--- src/rtl/tdm_scan_mux_pkg.sv ---
// Shared types for the time-division scan multiplexer.
// Mode and FSM encodings are reused by the top and by any wrappers.
package tdm_scan_mux_pkg;

    typedef enum logic {
        MODE_MANUAL = 1'b0,
        MODE_SCAN   = 1'b1
    } mode_e;

    typedef enum logic {
        ST_EMPTY = 1'b0,
        ST_FULL  = 1'b1
    } state_e;

    localparam int N_CH_DEF  = 16;
    localparam int WIDTH_DEF = 8;

    // Circular successor of a channel index inside an n-channel ring.
    function automatic int unsigned ring_next(
        input int unsigned cur,
        input int unsigned n
    );
        return (cur + 1 >= n) ? 0 : cur + 1;
    endfunction

endpackage

--- src/rtl/tdm_scan_mux_find.sv ---
// Circular first-set search over a request mask, starting at a pointer.
// Rotate so start sits at bit 0, priority-encode, then rotate back.
module rr_find_next #(
    parameter int N_CH  = 16,
    parameter int SEL_W = $clog2(N_CH)
) (
    input  logic [N_CH-1:0]  mask,
    input  logic [SEL_W-1:0] start,
    output logic             found,
    output logic [SEL_W-1:0] idx
);

    localparam logic [SEL_W:0] N_W = (SEL_W + 1)'(N_CH);

    logic [N_CH-1:0]  rot;
    logic [SEL_W:0]   base;
    logic [SEL_W:0]   pos;
    logic [SEL_W:0]   sum;
    logic [SEL_W-1:0] off;

    always_comb begin
        base = {1'b0, start};
        if (base >= N_W) begin
            base = '0;
        end

        rot = '0;
        pos = '0;
        for (int i = 0; i < N_CH; i++) begin
            pos = base + (SEL_W + 1)'(i);
            if (pos >= N_W) begin
                pos = pos - N_W;
            end
            rot[i] = mask[pos[SEL_W-1:0]];
        end

        // Lowest set bit of the rotated mask wins.
        off = '0;
        for (int i = N_CH - 1; i >= 0; i--) begin
            if (rot[i]) begin
                off = SEL_W'(i);
            end
        end

        found = |rot;

        sum = base + {1'b0, off};
        if (sum >= N_W) begin
            sum = sum - N_W;
        end
        idx = sum[SEL_W-1:0];
    end

endmodule

--- src/rtl/tdm_scan_mux.sv ---
// Registered N:1 channel mux with manual select or round-robin scan,
// presenting the chosen word and its index on a valid/ready port.
module tdm_scan_mux
    import tdm_scan_mux_pkg::*;
#(
    parameter  int N_CH  = 16,
    parameter  int WIDTH = 8,
    localparam int SEL_W = $clog2(N_CH)
) (
    input  logic                  clk,
    input  logic                  rst_n,
    input  logic [N_CH*WIDTH-1:0] ch_data,
    input  logic [N_CH-1:0]       ch_en,
    input  logic                  mode,
    input  logic [SEL_W-1:0]      man_sel,
    output logic [WIDTH-1:0]      out_data,
    output logic [SEL_W-1:0]      out_ch,
    output logic                  out_valid,
    input  logic                  out_ready
);

    localparam logic [SEL_W:0]   N_W   = (SEL_W + 1)'(N_CH);
    localparam logic [SEL_W-1:0] LAST  = SEL_W'(N_CH - 1);

    state_e           state_q;
    state_e           state_d;
    logic [SEL_W-1:0] ptr_q;
    logic [SEL_W-1:0] ptr_nxt;

    logic             scan_found;
    logic [SEL_W-1:0] scan_idx;
    logic             man_ok;
    logic             is_scan;

    logic             load;
    logic             cand_ok;
    logic [SEL_W-1:0] cand_ch;
    logic [WIDTH-1:0] cand_data;

    rr_find_next #(
        .N_CH  (N_CH),
        .SEL_W (SEL_W)
    ) u_find (
        .mask  (ch_en),
        .start (ptr_q),
        .found (scan_found),
        .idx   (scan_idx)
    );

    assign is_scan = (mode == MODE_SCAN);

    always_comb begin
        man_ok = 1'b0;
        if ({1'b0, man_sel} < N_W) begin
            man_ok = ch_en[man_sel];
        end
    end

    always_comb begin
        cand_ok = man_ok;
        cand_ch = man_sel;
        if (is_scan) begin
            cand_ok = scan_found;
            cand_ch = scan_idx;
        end
    end

    assign cand_data = ch_data[int'(cand_ch)*WIDTH +: WIDTH];
    assign ptr_nxt   = (cand_ch == LAST) ? '0 : cand_ch + 1'b1;

    // A held beat is replaced only when it is accepted or when empty.
    always_comb begin
        state_d = state_q;
        load    = (state_q == ST_EMPTY) || out_ready;
        if (load) begin
            state_d = cand_ok ? ST_FULL : ST_EMPTY;
        end
    end

    always_ff @(posedge clk) begin
        if (!rst_n) begin
            state_q <= ST_EMPTY;
        end else begin
            state_q <= state_d;
        end
    end

    always_ff @(posedge clk) begin
        if (!rst_n) begin
            out_data <= '0;
            out_ch   <= '0;
            ptr_q    <= '0;
        end else if (load && cand_ok) begin
            out_data <= cand_data;
            out_ch   <= cand_ch;
            if (is_scan) begin
                ptr_q <= ptr_nxt;
            end
        end
    end

    assign out_valid = (state_q == ST_FULL);

endmodule

--- config.mk ---
export PLATFORM = sky130hd
export DESIGN_NAME = tdm_scan_mux
export DESIGN_NICKNAME = d
export VERILOG_FILES = /design/src/rtl/tdm_scan_mux_pkg.sv /design/src/rtl/tdm_scan_mux_find.sv /design/src/rtl/tdm_scan_mux.sv
export SDC_FILE = /design/constraint.sdc
export NUM_CORES = 1
export LEC_CHECK = 0
export CORE_UTILIZATION = 45
export DETAILED_ROUTE_END_ITERATION = 10
export PLACE_DENSITY = 0.95
export SLEW_MARGIN = 20
export SYNTH_ARGS = -nofsm -noshare
export SYNTH_HDL_FRONTEND = slang
export SYNTH_SLANG_ARGS = --single-unit
--- constraint.sdc ---
create_clock -name clk -period 9.3 [get_ports clk]
set_clock_uncertainty 0.15 [all_clocks]
set_input_delay 1.395 -clock clk [delete_from_list [all_inputs] [get_ports clk]]
set_output_delay 1.395 -clock clk [all_outputs]
set_load 0.1 [all_outputs]
==> metrics.txt <==
CP Capture Type=register; routability cong.=1.017; clk sinks=17; final setup vio count=0; r2r startpoint=ptr_q[0]; worst skew pair latency=between 0.2 and 0.3 ns; MaxCap Viol Count=0; CTS Buffer Depth=2; mapped cell area=about 3300 µm²; vias in the first global route=~3.9k; CP top delay family=compound AO/OA/AOI/OAI gates; Antenna Cells=0; LEAKAGE=a little under 2 nW; Detailed Route WL=12.79 mm; Final Non-Filler Cells=between 600 and 700; die area=between 7000 and 8000 µm²; number of synthesized flops with an enable pin=0; crit path cell chain=clkdlybuf4s50_1 > mux4_1 > mux2_2 > mux2i_1 > o21ai_0 > a21oi_1 > o21bai_1 > a21oi_1 > o21ai_0 > ha_1 > fa_1 > mux2i_4 > inv_2 > nand2_1 > and3_1 > a311oi_1 > a2111oi_0 > o32ai_1; Yosys warnings=0; max incr delay on CP=approximately 0.76 ns; startpoint types=input pin; Hold Fails Final Rpt=0; Tightest Pin Transition=~1.1 ns; H-Tree Depth=1; Clk pin slew, worst setup/hold paths=about 0.07 ns; CTS Hold Bufs=0; worst setup path start=ch_en[9]; layout cell share with drive strength beyond 1=0.07427; IO Count=between 150 and 200; crit path capture=out_data[3]; Seq/Total Area, Yosys=0.1018; Crit Path Max Fanout=67; initial drt markers=approximately 500; fillers=between 500 and 600; stages on the worst setup path=18; initial antenna violation count=0; overall power=~1.5 mW; worst hold path type=reg2reg; CTS tree=done; area grow syn2layout=51.33%; Post-DRT Antenna Nets=0; row count=31; VDD IR max=0.2450 mV; Num CTS Buffers=3; wire length on met1=4.762 mm; Chip Width=~88 µm; routed length on met2=about 6.2 mm; Final min period=approximately 6.8 ns; CTS root buffer=clkbuf_8; worst setup margin=approximately 2.5 ns; Top FF cell, synth=dfxtp_1; Avg Cell Area, Syn=7.550 µm²; initial core utilization=0.4636; core box area=roughly 7200 µm²; setup_tns=0 ns; met3 WL post-DR=roughly 1.3 mm; slowest stage cell on the critical path=inv_2; All-Layer GR Usage=0.3217; crit share post-route=0.7275; reg2reg end=out_data[3]; number of placed cells counting well taps=roughly 670; unrepaired setup endpoints after global routing=false; Buf/Inv on CP=2; library cells used by synthesis=44; post_cts resized=0; port bufs=roughly 160; Setup CP Type=in2reg; Final #Nets=roughly 740; sequential cell area=340.3 µm²; Max Clk Rate=around 0.15 GHz; area of the multi-input gates=approximately 2800 µm²; total grt overflow=0; wire length per cell=around 19 µm; Detail Placement HPWL=approximately 10 mm; Place WS=approximately 2.4 ns; Syn Inst Count=443; syn nets=between 600 and 700; TritonRoute pass-1 iters=7; status=completed; R2R cell count=19; max-slew violation count=0; design area=between 5000 and 6000 µm²; Post-CTS Setup Inserts=0; first-pass GRT wire length=around 19 mm; # DRC=0; largest net degree at the start of global routing=around 70; via count=roughly 4.3k; Slew headroom=0.2703; post-synthesis register bit count=17; Worst Path Arrival=between 6 and 7 ns; Highest Signal Layer=met4; Critical Path RT=between 9 and 10 ns; Post-synth ARST share=0; placed inst area=~5000 µm²; die height=~88 µm; setup slack, reg-to-reg=~2.6 ns; Vias/cell=around 6.4; PD cells=approximately 300 nW/µm²
==> placed cells by master (no fill, tap or decap), drive strengths merged, types with 13 or more instances in the layout <==
cell,Yosys,layout
nand3,33,33
dfxtp,17,17
clkdlybuf4s50,0,164
mux4,29,29
nor2,13,13
nand2,142,142
a2111oi,16,16
a311oi,18,18
and3,32,32
==> how the worst min path moves through the flow <==
stage	start	endpoint	slack, ns	depth (start not counted)
global placement	out_data[1]	out_data[1]	0.31	2
detailed placement	out_data[0]	out_data[0]	0.32	2
finish	out_data[7]	out_data[7]	0.34	2
floorplan	ptr_q[2]	ptr_q[2]	0.54	3
CTS	out_data[0]	out_data[0]	0.33	2
global route	out_data[7]	out_data[7]	0.36	2
==> cell usage after synthesis (2+ instances only) <==
library cell    n  area [µm²]
mux4_1         12       315.3
xnor2_1        10       87.58
clkbuf_1       25       93.84
nand2_1       142       533.0
o21ai_0         5       25.02
a21oi_1        10       50.05
nand3_1        33       165.2
inv_1          11       41.29
mux2_2          9       101.4
xor2_1          2       17.52
buf_1           6       22.52
a2111oi_0      16       140.1
a211oi_1        6       45.04
nand4_1         2       12.51
and3_1         32       200.2
o32ai_1         8       70.07
buf_2           3       15.01
nor2_1         13       48.80
a311oi_1       17       148.9
nor2b_1         2       12.51
mux4_2         17       382.9
a2111o_1        2       22.52
dfxtp_1        17       340.3
ha_1           11       137.6
and2_1          4       25.02
mux2i_1        10       100.1
==> per-stage QoR <==
stage / util / hold slack (ns)
detailed placement: 0.6951 / 0.3200
floorplan: - / 0.5438
global route: 0.7015 / 0.3563
CTS: 0.7015 / 0.3322
global placement: 0.6951 / 0.3140
finish: 0.7015 / 0.3390
==> where the power goes <==
part	leakage [nW]	internal (mW)	switching [mW]
Combinational	1.81	0.508	0.811
Clock	0.0255	0.0298	0.0266
Sequential	0.141	0.0971	0.0429
Total	1.98	0.635	0.881
==> cells by family after synthesis <==
family	after synthesis	share of synthesized area
AOI/OAI and AO/OA	73	0.1773
xor gates and xnor gates	13	0.03629
adders and majority gates	12	0.04714
buffers and inverters	47	0.05611
DFF	17	0.1018
muxes	48	0.2690
and+or+nand+nor	233	0.3124
==> flip-flops by register name, indices dropped and copies added (netlist names) <==
name and flops:
ptr_q 4, out_ch 4, out_data 8, out_valid 1
==> routing by layer <==
metal | vias up | GRT usage
li1 | 1935 | -
met1 | 2011 | 0.4240
met2 | 325 | 0.5161
met3 | 63 | 0.06343
met4 | 0 | 0.1364
met5 | - | 0
==> layout make-up <==
type / instances / area share
clock buffers: 3 / 0.008158
multi-input cells: 379 / 0.5614
well taps: 99 / 0.02447
clock inverters: 1 / 0.0009889
repair buffers: 167 / 0.3288
inverters: 12 / 0.008900
flip-flops and latches: 17 / 0.06724
==> tightest hold or removal path, cell delays in order (launching register included) <==
cell     delay [ns]
dfxtp_1        0.31
nand2_1        0.05
o32ai_1        0.07
No activity file was read; power rests on OpenSTA's default activity.
